### src/rtl/player_controller.sv
`default_nettype none
// ============================================================================
//  Module      : player_controller
//  Description : Player position, lives, level and game-state keeper for the
//                road-crossing game. Button presses become one grid step each,
//                applied only on frame_tick so the image never tears. The moved
//                player is tested against four car rectangles; a hit, a
//                level completion or game over is handled here.
//  Ports       : CLK/RST              clock, synchronous active-high reset
//                frame_tick           one-cycle pulse at start of v-blank
//                btn_up/down/left/right synchronised active-high buttons
//                car_x..car_y4        top-left corners of the four cars
//                player_x/player_y    registered player top-left position
//                lives, level         remaining lives, current level 0..15
//                game_over            high while in OVER
//                hit_pulse            one-cycle pulse on collision
//                level_up_pulse       one-cycle pulse on reaching the top row
//  Revision    : 1.0 - initial release
// ============================================================================
module player_controller #(
    parameter int H_DISPLAY     = 640,
    parameter int V_DISPLAY     = 480,
    parameter int PLAYER_WIDTH  = 32,
    parameter int PLAYER_HEIGHT = 32,
    parameter int CAR_WIDTH     = 64,
    parameter int CAR_HEIGHT    = 32,
    parameter int STEP          = 32,
    parameter int HOLD_FRAMES   = 4,
    parameter int FREEZE_FRAMES = 30,
    parameter int LIVES_INIT    = 3
) (
    input  logic       CLK,
    input  logic       RST,
    input  logic       frame_tick,
    input  logic       btn_up,
    input  logic       btn_down,
    input  logic       btn_left,
    input  logic       btn_right,
    input  logic [9:0] car_x,
    input  logic [9:0] car_y,
    input  logic [9:0] car_x2,
    input  logic [9:0] car_y2,
    input  logic [9:0] car_x3,
    input  logic [9:0] car_y3,
    input  logic [9:0] car_x4,
    input  logic [9:0] car_y4,
    output logic [9:0] player_x,
    output logic [9:0] player_y,
    output logic [1:0] lives,
    output logic [3:0] level,
    output logic       game_over,
    output logic       hit_pulse,
    output logic       level_up_pulse
);

    localparam int          c_HOLD_W   = $clog2(HOLD_FRAMES + 1);
    localparam int          c_FRZ_W    = $clog2(FREEZE_FRAMES + 1);
    localparam logic [9:0]  c_START_X  = 10'((H_DISPLAY - PLAYER_WIDTH) / 2);
    localparam logic [9:0]  c_START_Y  = 10'(V_DISPLAY - PLAYER_HEIGHT);
    localparam logic [10:0] c_X_MAX    = 11'(H_DISPLAY - PLAYER_WIDTH);
    localparam logic [10:0] c_Y_MAX    = 11'(V_DISPLAY - PLAYER_HEIGHT);
    localparam logic [10:0] c_STEP     = 11'(STEP);
    localparam logic [10:0] c_CAR_W    = 11'(CAR_WIDTH);
    localparam logic [10:0] c_CAR_H    = 11'(CAR_HEIGHT);
    localparam logic [10:0] c_PL_W     = 11'(PLAYER_WIDTH);
    localparam logic [10:0] c_PL_H     = 11'(PLAYER_HEIGHT);
    localparam logic [c_HOLD_W-1:0] c_HOLD   = c_HOLD_W'(HOLD_FRAMES);
    localparam logic [c_FRZ_W-1:0]  c_FREEZE = c_FRZ_W'(FREEZE_FRAMES);
    localparam logic [1:0]  c_LIVES    = 2'(LIVES_INIT);

    localparam logic [1:0]  c_ST_PLAY  = 2'd0;
    localparam logic [1:0]  c_ST_HIT   = 2'd1;
    localparam logic [1:0]  c_ST_WIN   = 2'd2;
    localparam logic [1:0]  c_ST_OVER  = 2'd3;

    // Button vectors are ordered by move priority: [3]=up [2]=down [1]=left [0]=right
    logic [3:0]          r_prev_q, r_pend_q, w_pend_d;
    logic [9:0]          r_x_q, w_x_d, r_y_q, w_y_d;
    logic [1:0]          r_lives_q, w_lives_d;
    logic [3:0]          r_level_q, w_level_d;
    logic [1:0]          r_state_q, w_state_d;
    logic [c_HOLD_W-1:0] r_hold_q, w_hold_d;
    logic [c_FRZ_W-1:0]  r_freeze_q, w_freeze_d;
    logic                r_over_q, r_hit_q, w_hit_d, r_lup_q, w_lup_d;

    logic [3:0]  w_btn, w_rise, w_car_hit;
    logic [10:0] w_x11, w_y11, w_nx, w_ny;
    logic        w_move;
    logic [9:0]  w_cx [4];
    logic [9:0]  w_cy [4];

    assign w_btn  = {btn_up, btn_down, btn_left, btn_right};
    assign w_rise = w_btn & ~r_prev_q;
    assign w_x11  = {1'b0, r_x_q};
    assign w_y11  = {1'b0, r_y_q};

    assign w_cx[0] = car_x;   assign w_cy[0] = car_y;
    assign w_cx[1] = car_x2;  assign w_cy[1] = car_y2;
    assign w_cx[2] = car_x3;  assign w_cy[2] = car_y3;
    assign w_cx[3] = car_x4;  assign w_cy[3] = car_y4;

    function automatic logic f_overlap(input logic [10:0] nx, input logic [10:0] ny,
                                       input logic [10:0] cx, input logic [10:0] cy);
        return (nx < cx + c_CAR_W) && (cx < nx + c_PL_W) &&
               (ny < cy + c_CAR_H) && (cy < ny + c_PL_H);
    endfunction

    // Candidate position: highest-priority pending direction, saturated at the walls
    always_comb begin
        w_nx   = w_x11;
        w_ny   = w_y11;
        w_move = 1'b1;
        if (r_pend_q[3])
            w_ny = (w_y11 >= c_STEP) ? w_y11 - c_STEP : 11'd0;
        else if (r_pend_q[2])
            w_ny = (w_y11 + c_STEP > c_Y_MAX) ? c_Y_MAX : w_y11 + c_STEP;
        else if (r_pend_q[1])
            w_nx = (w_x11 >= c_STEP) ? w_x11 - c_STEP : 11'd0;
        else if (r_pend_q[0])
            w_nx = (w_x11 + c_STEP > c_X_MAX) ? c_X_MAX : w_x11 + c_STEP;
        else
            w_move = 1'b0;
    end

    for (genvar gi = 0; gi < 4; gi++) begin : g_car
        assign w_car_hit[gi] = f_overlap(w_nx, w_ny, {1'b0, w_cx[gi]}, {1'b0, w_cy[gi]});
    end

    always_comb begin
        w_x_d      = r_x_q;
        w_y_d      = r_y_q;
        w_lives_d  = r_lives_q;
        w_level_d  = r_level_q;
        w_state_d  = r_state_q;
        w_hold_d   = r_hold_q;
        w_freeze_d = r_freeze_q;
        w_hit_d    = 1'b0;
        w_lup_d    = 1'b0;

        // Clear on the tick first, then accept this cycle's edges so none is lost
        w_pend_d = frame_tick ? 4'b0000 : r_pend_q;
        if (r_state_q == c_ST_PLAY && r_hold_q == '0)
            w_pend_d = w_pend_d | w_rise;

        if (r_state_q == c_ST_OVER && (|w_rise)) begin
            // Restart does not wait for a frame boundary
            w_lives_d = c_LIVES;
            w_level_d = 4'd0;
            w_x_d     = c_START_X;
            w_y_d     = c_START_Y;
            w_hold_d  = '0;
            w_state_d = c_ST_PLAY;
        end else if (frame_tick) begin
            w_hold_d = (r_hold_q != '0) ? r_hold_q - 1'b1 : '0;
            case (r_state_q)
                c_ST_PLAY: begin
                    if (w_move)
                        w_hold_d = c_HOLD;
                    if (|w_car_hit) begin
                        w_hit_d = 1'b1;
                        w_x_d   = c_START_X;
                        w_y_d   = c_START_Y;
                        if (r_lives_q == 2'd1) begin
                            w_lives_d = 2'd0;
                            w_state_d = c_ST_OVER;
                        end else begin
                            w_lives_d  = r_lives_q - 2'd1;
                            w_state_d  = c_ST_HIT;
                            w_freeze_d = c_FREEZE;
                        end
                    end else if (w_ny == 11'd0) begin
                        w_lup_d    = 1'b1;
                        w_level_d  = (r_level_q == 4'd15) ? 4'd15 : r_level_q + 4'd1;
                        w_x_d      = c_START_X;
                        w_y_d      = c_START_Y;
                        w_state_d  = c_ST_WIN;
                        w_freeze_d = c_FREEZE;
                    end else begin
                        w_x_d = w_nx[9:0];
                        w_y_d = w_ny[9:0];
                    end
                end
                c_ST_HIT, c_ST_WIN: begin
                    w_freeze_d = (r_freeze_q != '0) ? r_freeze_q - 1'b1 : '0;
                    if (r_freeze_q <= c_FRZ_W'(1))
                        w_state_d = c_ST_PLAY;
                end
                default: ;
            endcase
        end
    end

    always_ff @(posedge CLK) begin
        if (RST) begin
            r_prev_q   <= 4'b0000;
            r_pend_q   <= 4'b0000;
            r_x_q      <= c_START_X;
            r_y_q      <= c_START_Y;
            r_lives_q  <= c_LIVES;
            r_level_q  <= 4'd0;
            r_state_q  <= c_ST_PLAY;
            r_hold_q   <= '0;
            r_freeze_q <= '0;
            r_over_q   <= 1'b0;
            r_hit_q    <= 1'b0;
            r_lup_q    <= 1'b0;
        end else begin
            r_prev_q   <= w_btn;
            r_pend_q   <= w_pend_d;
            r_x_q      <= w_x_d;
            r_y_q      <= w_y_d;
            r_lives_q  <= w_lives_d;
            r_level_q  <= w_level_d;
            r_state_q  <= w_state_d;
            r_hold_q   <= w_hold_d;
            r_freeze_q <= w_freeze_d;
            r_over_q   <= (w_state_d == c_ST_OVER);
            r_hit_q    <= w_hit_d;
            r_lup_q    <= w_lup_d;
        end
    end

    assign player_x       = r_x_q;
    assign player_y       = r_y_q;
    assign lives          = r_lives_q;
    assign level          = r_level_q;
    assign game_over      = r_over_q;
    assign hit_pulse      = r_hit_q;
    assign level_up_pulse = r_lup_q;

endmodule
`default_nettype wire
### config.mk
export PLATFORM = sky130hd
export DESIGN_NAME = player_controller
export DESIGN_NICKNAME = d
export VERILOG_FILES = /design/src/rtl/player_controller.sv
export SDC_FILE = /design/constraint.sdc
export NUM_CORES = 1
export LEC_CHECK = 0
export BUFFER_PORTS_ARGS = -buffer_cell sky130_fd_sc_hd__buf_2
export CORE_MARGIN = 2
export CORE_UTILIZATION = 50
export CTS_CLUSTER_SIZE = 12
export DETAILED_ROUTE_END_ITERATION = 10
export PLACE_DENSITY_LB_ADDON = 0.15
export SYNTH_ARGS = -nofsm -noshare
export SYNTH_HDL_FRONTEND = slang
export SYNTH_SLANG_ARGS = --single-unit
### constraint.sdc
create_clock -name CLK -period 10.9 [get_ports CLK]
set_input_delay 1.635 -clock CLK [delete_from_list [all_inputs] [get_ports CLK]]
set_output_delay 1.635 -clock CLK [all_outputs]
set_load 0.02 [all_outputs]
After elaboration in Yosys (flattened, before gate mapping)
Cells that the tools add are included.
- bits in registers: 47
- bits of input ports: 87
- output and inout bits: 29
- word-level logic and storage cells: 135
- add/sub/neg operators: 18
- $lt $le $gt $ge: 21
- equal/unequal tests: 8
- multiplexer cells: 39
- bitwise gates (word level): 7
- reductions and logical operators: 30
- operators by type and width (operator ; number):
    2-to-1 mux 11 bit ; 10
    less-than comparator 10 x 11 -> 1 bit ; 8
    less-than comparator 11 bit ; 8
    adder 10 x 6 -> 11 bit (second input constant) ; 6
    adder 10 x 7 -> 11 bit (second input constant) ; 4
    2-to-1 mux 10 bit ; 4
    adder 11 x 6 -> 11 bit (second input constant) ; 2
    subtractor 10 x 6 -> 11 bit (second input constant) ; 2
    greater-or-equal comparator 10 x 6 -> 1 bit (second input constant) ; 2
    2-to-1 mux 5 bit ; 4
    logical AND 1 bit ; 14
    2-to-1 mux 2 bit ; 7
    2-to-1 mux 4 bit ; 3
    OR reduction 4 bit ; 3
    > comparator 11 x 10 -> 1 bit (second input constant) ; 1
    > comparator 11 x 9 -> 1 bit (second input constant) ; 1
    zero test 11 bit ; 1
    one-hot mux 5 bit (2 select lines) ; 1
    2-to-1 mux 3 bit ; 3
    OR reduction 8 bit ; 1
    equality test 2 bit (second input constant) ; 3
    2-to-1 mux 1 bit ; 6
    <= comparator 5 x 1 -> 1 bit (second input constant) ; 1
    AND reduction 5 bit ; 1
    22 further kinds ; 27

Depth between registers and ports, before layout
- word-level depth: 18
- gate-level depth with buffers: 23
- gate-level depth less buffers: 21

Worst setup path before layout
Ideal clock, no wire load.
- path type: register -> register
- start: register r_x_q[5], in the netlist player_x[5]
- end: register r_freeze_q[1]
- library setup time: 121 ps
- arrival time: 4975 ps
- required time: 10779 ps
- slack: 5804 ps
- stages on the path, launching flop included: 22
- period minus slack after synthesis: 5096 ps
- path through: dfxtp_1 > buf_6 > inv_1 > ha_1 > or4b_1 > a31o_1 > or2_1 > o31a_1 > and2_1 > ha_1 > a21o_1 > a21o_1 > a21oi_1 > nor2_1 > or3_1 > a211oi_1 > o31ai_1 > a211o_1 > and3_4 > and4_4 > or3_4 > mux2_4
- cells in the longest elaborated chain, start to end: 15
- ends and longest elaborated chain (item ; line ; source):
    from (decl) ; 78 ; logic [9:0] r_x_q, w_x_d, r_y_q, w_y_d;
    from (signal assigned) ; 197 ; r_x_q <= c_START_X;
    from (signal assigned) ; 210 ; r_x_q <= w_x_d;
    adder 10 x 6 -> 11 bit ; 120 ; w_nx = (w_x11 + c_STEP > c_X_MAX) ? c_X_MAX : w_x11 + c_STEP;
    > comparator 11 x 10 -> 1 bit ; 120 ;
    2-to-1 mux 11 bit ; 120 ;
    2-to-1 mux 11 bit ; 119 ; else if (r_pend_q[0])
    2-to-1 mux 11 bit ; 117 ; else if (r_pend_q[1])
    2-to-1 mux 11 bit ; 115 ; else if (r_pend_q[2])
    2-to-1 mux 11 bit (*) ; 113 ; if (r_pend_q[3])
    adder 11 x 6 -> 11 bit ; 104 ; return (nx < cx + c_CAR_W) && (cx < nx + c_PL_W) &&
    less-than comparator 10 x 11 -> 1 bit ; 104 ;
    logical AND 1 bit (2 in a row) ; 104 ;
    logical AND 1 bit ; 105 ; (ny < cy + c_CAR_H) && (cy < ny + c_PL_H);
    OR reduction 4 bit (*) ; 159 ; if (|w_car_hit) begin
    inequality test 3 bit (no source line), or another cell as far along ; n/a ;
    AND reduction 5 bit (no source line) or one-hot mux 5 bit (2 select lines) (tied branches) ; n/a ;
    to (signal assigned) ; 216 ; r_freeze_q <= w_freeze_d;
    to (decl) ; 83 ; logic [c_FRZ_W-1:0] r_freeze_q, w_freeze_d;
Mark *: on every way between the ends. The rest lies on a longest branch, timed or not.
A chain may end at the register's enable or synchronous reset.

Worst setup path in the final report
- start: register r_y_q[0], in the netlist player_y[0]
- end: register r_freeze_q[1]
- cells in the longest elaborated chain, start to end: 11
- ends and longest elaborated chain (item ; line ; source):
    from (decl) ; 78 ;
    from (signal assigned) ; 198 ; r_y_q <= c_START_Y;
    from (signal assigned) ; 211 ; r_y_q <= w_y_d;
    adder 10 x 6 -> 11 bit ; 116 ; w_ny = (w_y11 + c_STEP > c_Y_MAX) ? c_Y_MAX : w_y11 + c_STEP;
    > comparator 11 x 9 -> 1 bit ; 116 ;
    2-to-1 mux 11 bit ; 116 ;
    2-to-1 mux 11 bit ; 115 ;
    2-to-1 mux 11 bit (*) ; 113 ;
    adder 11 x 6 -> 11 bit or less-than comparator 11 bit (tied branches) ; 105 ;
    less-than comparator 10 x 11 -> 1 bit or logical AND 1 bit (tied branches) ; 105, 104 ;
    logical AND 1 bit ; 105 ;
    OR reduction 4 bit ; 159 ;
    inequality test 3 bit (no source line), or another cell as far along ; n/a ;
    AND reduction 5 bit (no source line) or one-hot mux 5 bit (2 select lines) (tied branches) ; n/a ;
Marks and branches as above.

==> results.yml <==
cts:
  cts_resized: 0
  cts-root-buf: "clkbuf_16"
  numCtsBuffers: 5
  postCtsSetupBuffers: 0
  cts.hold.buffers_added: 0
  htreeDepth: 2
  clkSinkCount: 47
  clockBufferDepth: 2
  cts_tree: "done"
  path_clk_slew_ns: 0.06
  worstSkewPairLatency_ns: 0.30
hold_path:
  hp-class: "flip-flop to flip-flop"
worst_setup_path:
  path_max_fanout: 15
  cp_cell_sequence: "or4_4 > or3_1 > a31oi_2 > and2_1 > inv_1 > ha_1 > a21o_1 > a21oi_1 > nor2b_1 > a2111oi_0 > a211oi_1 > o311ai_0 > o311ai_1 > and2_4 > and4_4 > or3_4 > mux2_4"
  endpoint_kind: "flip-flop"
  cp.arrival_ns: 5.77
  r2r_slack_ns: 5.31
  crit_slowest_cell: "a31oi_2"
  cp-startpoint: "player_y[0]$_SDFFE_PP0P_"
  reg2reg_depth: 17
  required_ns: 11.08
  crit_end: "r_freeze_q[1]$_SDFFE_PP0P_"
  cp_top_family: "simple AND/OR/NAND/NOR gates"
  reg2reg_to: "r_freeze_q[1]$_SDFFE_PP0P_"
  critPathLaunchType: "flip-flop"
  cp.buffers_inverters: 1
  r2r-start: "player_y[0]$_SDFFE_PP0P_"
  critPathMaxStageDelay_ns: 0.65
  crit_type: "flip-flop to flip-flop"
  cp.depth: 17
logic_synthesis:
  yosys-top-cells-area: "ha_1, dfxtp_1, inv_1, a21oi_1, nor2_1"
  synth_compound_area_share_pct: 24.90
  syn_area_sq_um: 7277
  synth_xor_area_share_pct: 3.490
  ys_seq_elements: 47
  synthCells: 926
  synth_nets: 1182
  synth.distinct_cells: 83
  yosysSeqAreaShare_pct: 12.93
  yosys-mux-area-fraction_pct: 0.7565
  synth-edff-count: 0
  synth_top_area_share_pct: 29.06
  synthSimpleGateAreaFrac_pct: 21.82
  synth_top_family_by_area: "adder cells"
  ys.flop_type: "dfxtp_1"
  avgSynthCellArea_sq_um: 7.859
  ys_async_sr_fraction_pct: 0
  yosysTopAreaCell: "ha_1"
  yosys_warnings: 0
  synthAdderAreaFrac_pct: 29.49
grt:
  use_met3_pct: 2.534
  grt_pass1_wl_um: 33570
  gr-total-overflow: 0
  antenna_found_initial: 0
  grt_max_degree: 32
  gr-usage-met1_pct: 34.21
  first_global_vias: 6870
  busiest_layer: "met2"
  grt_usage_pct: 25.86
  met2_usage_pct: 45.81
floorplan:
  die_x_um: 124.6
  core_sq_um: 14370
  die-area_sq_um: 15540
  initial_utilization_pct: 50.64
  fp.dieH_um: 124.6
  io_pins: 116
  rows: 44
power_and_ir_drop:
  pwr-share-clk_pct: 12.8
  comb_power_share_pct: 69.1
  p_int_w: 0.0006819
  p_per_area_nw_per_um2: 164.9
  power_switching_w: 0.0006631
  leakagePower_nw: 4.037
  sw_frac_of_total_pct: 49.30
  vdd_drop_max_v: 0.0001210
  pwr-share-seq_pct: 18.1
cells_and_area:
  nNetsFinal: 1286
  nFillCells: 1402
  areaGrowthSynthToFinish_pct: 12.10
  stdcell_count: 1214
  drive_gt1_share_pct: 15.05
  final_util_pct: 56.77
  num_antenna_cells: 0
drt:
  totalWireLength_um: 20090
  remaining_drc_errors: 0
  ant_nets: 0
  viasPerCell: 5.849
  vias: 7101
  drt_iter0_markers: 353
  firstDrtPassIters: 5
  wl_per_cell_um: 16.55
timing:
  finalCritPeriodShare_pct: 51.30
  tightestPinTransition_ns: 0.8725
  timing.fmax_ghz: 0.1788
  hold_viol: 0
  rsz0062_at_grt: "no"
  setup_violations: 0
  slew_viol_final: 0
  fin_tns_setup_ns: 0
  min_period_ns: 5.592
  slew_headroom_pct: 41.30
  finClkSkew_ns: 0.005321
place:
  port-buffer-count: 115
  dp_hpwl_um: 16480
  placedCellCount: 1207
  gp_congestion: 0.9705
flow_run:
  cap_violations: 0
outcome:
  outcome: "finished clean"
## registers in the layout (all words and copies together) (netlist names), 2 cells and up
signal and count:
player_x 10, player_y 10, r_freeze_q 5, level 4, r_pend_q 4, r_prev_q 4
r_hold_q 3, lives 2, r_state_q 2
## worst reg2reg max path, delay by kind of cell (launching register included)
family | cells | cell delay, ns
flops | 1 | 0.42
mux | 1 | 0.31
buf+inv | 1 | 0.15
simple gates | 7 | 2.24
fa+ha+maj | 1 | 0.21
compound gates | 7 | 2.16
## worst min-delay path by stage
| stage | start | endpoint | slack [ns] | depth (start not counted) |
|---|---|---|---|---|
| floorplan | r_hold_q[1]$_SDFFE_PP0P_ | r_hold_q[1]$_SDFFE_PP0P_ | 0.44 | 2 |
| global placement | r_hold_q[1]$_SDFFE_PP0P_ | r_hold_q[1]$_SDFFE_PP0P_ | 0.44 | 2 |
| detailed placement | r_hold_q[1]$_SDFFE_PP0P_ | r_hold_q[1]$_SDFFE_PP0P_ | 0.45 | 2 |
| CTS | r_hold_q[1]$_SDFFE_PP0P_ | r_hold_q[1]$_SDFFE_PP0P_ | 0.46 | 2 |
| global route | r_hold_q[1]$_SDFFE_PP0P_ | r_hold_q[1]$_SDFFE_PP0P_ | 0.48 | 2 |
| finish | r_hold_q[1]$_SDFFE_PP0P_ | r_hold_q[1]$_SDFFE_PP0P_ | 0.46 | 2 |
## routing by layer
layer,routed length (um),up-vias
li1,-,3603
met1,9327,3317
met2,9792,164
met3,734,17
met4,238,0
met5,0,-
## area by class of cell
| class | instances | area [sq um] | share of cell area [%] |
|---|---|---|---|
| clock buffers | 6 | 128.9 | 1.580 |
| inverters | 98 | 367.9 | 4.509 |
| repair buffers | 119 | 605.6 | 7.423 |
| clock inverters | 1 | 30.03 | 0.3681 |
| flip-flops and latches | 47 | 940.9 | 11.53 |
| multi-input cells | 759 | 5854 | 71.76 |
| well taps | 184 | 230.2 | 2.822 |
## cells in the final DEF (no fill, tap or decap), types with 7 or more instances in the layout
cell type  Yosys  routed
a2111oi_0      7       7
a211o_1       14      14
a211oi_1      12      12
a21o_1        22      22
a21oi_1       61      61
a31oi_1       10      10
and2_1        11      11
and3_1         8       8
buf_2          7     115
dfxtp_1       47      47
ha_1         169     169
inv_1         96      96
nand2_1       54      54
nand2b_1      13      13
nand3_1       41      41
nand4_1       23      23
nand4b_1       7       7
nor2_1        71      71
nor2b_1       18      18
nor3_1        16      16
nor3b_1        9       9
o211a_1        9       9
o21a_1        10      10
o21ai_0       33      33
o21bai_1       7       7
o22ai_1        8       8
xnor2_1       16      16
xor2_1        13      13
## synth_stat cells, types with 5 or more instances
| library cell | number |
|---|---|
| clkbuf_1 | 11 |
| nor3b_1 | 9 |
| xnor2_1 | 16 |
| nor4_1 | 5 |
| a211oi_1 | 12 |
| a31oi_1 | 10 |
| nand4b_1 | 7 |
| o22ai_1 | 8 |
| o211a_1 | 9 |
| o21ai_0 | 33 |
| nand2_1 | 54 |
| a21oi_1 | 61 |
| nand4_1 | 23 |
| o21bai_1 | 7 |
| o21a_1 | 10 |
| nor2_1 | 71 |
| nand3_1 | 41 |
| a211o_1 | 14 |
| o21ai_1 | 6 |
| dfxtp_1 | 47 |
| nor4b_1 | 6 |
| ha_1 | 169 |
| inv_1 | 96 |
| xor2_1 | 13 |
| a2111oi_0 | 7 |
| o211ai_1 | 6 |
| nand2b_1 | 13 |
| and2_1 | 11 |
| buf_2 | 7 |
| a31o_2 | 5 |
| a21o_1 | 22 |
| nor2b_1 | 18 |
| and3_1 | 8 |
| nor3_1 | 16 |
## power by group through the flow
stage | registers [W] | clock network [W] | logic, W
after detailed placement | 0.000246 | 0 | 0.000919
after floorplan | 0.000234 | 0 | 0.000695
final | 0.000243 | 0.000173 | 0.000929
after CTS | 0.000242 | 0.000175 | 0.000925
after global placement | 0.000245 | 0 | 0.000911
after global routing | 0.000248 | 0.000182 | 0.00105
## cells by family after synthesis
| logic type | after synthesis |
|---|---|
| AO/OA/AOI/OAI | 253 |
| XOR/XNOR | 29 |
| adder cells (fa/ha/maj) | 172 |
| buffers and inverters | 120 |
| flip-flops | 47 |
| multiplexers | 5 |
| AND/OR/NAND/NOR | 300 |
## stage by stage
step | setup slack [ns] | total power [W] | hold WS (ns) | area [sq um]
3_5_place_dp | 5.348 | 0.001165 | 0.4502 | 7999
4_1_cts | 5.325 | 0.001342 | 0.4580 | 8158
3_3_place_gp | 5.367 | 0.001156 | 0.4444 | 7999
6_report | 5.308 | 0.001345 | 0.4553 | 8158
5_1_grt | 4.946 | 0.001481 | 0.4816 | 8158
2_1_floorplan | 5.804 | 0.0009295 | 0.4363 | 7277
Power figures use the tool's default switching activity.
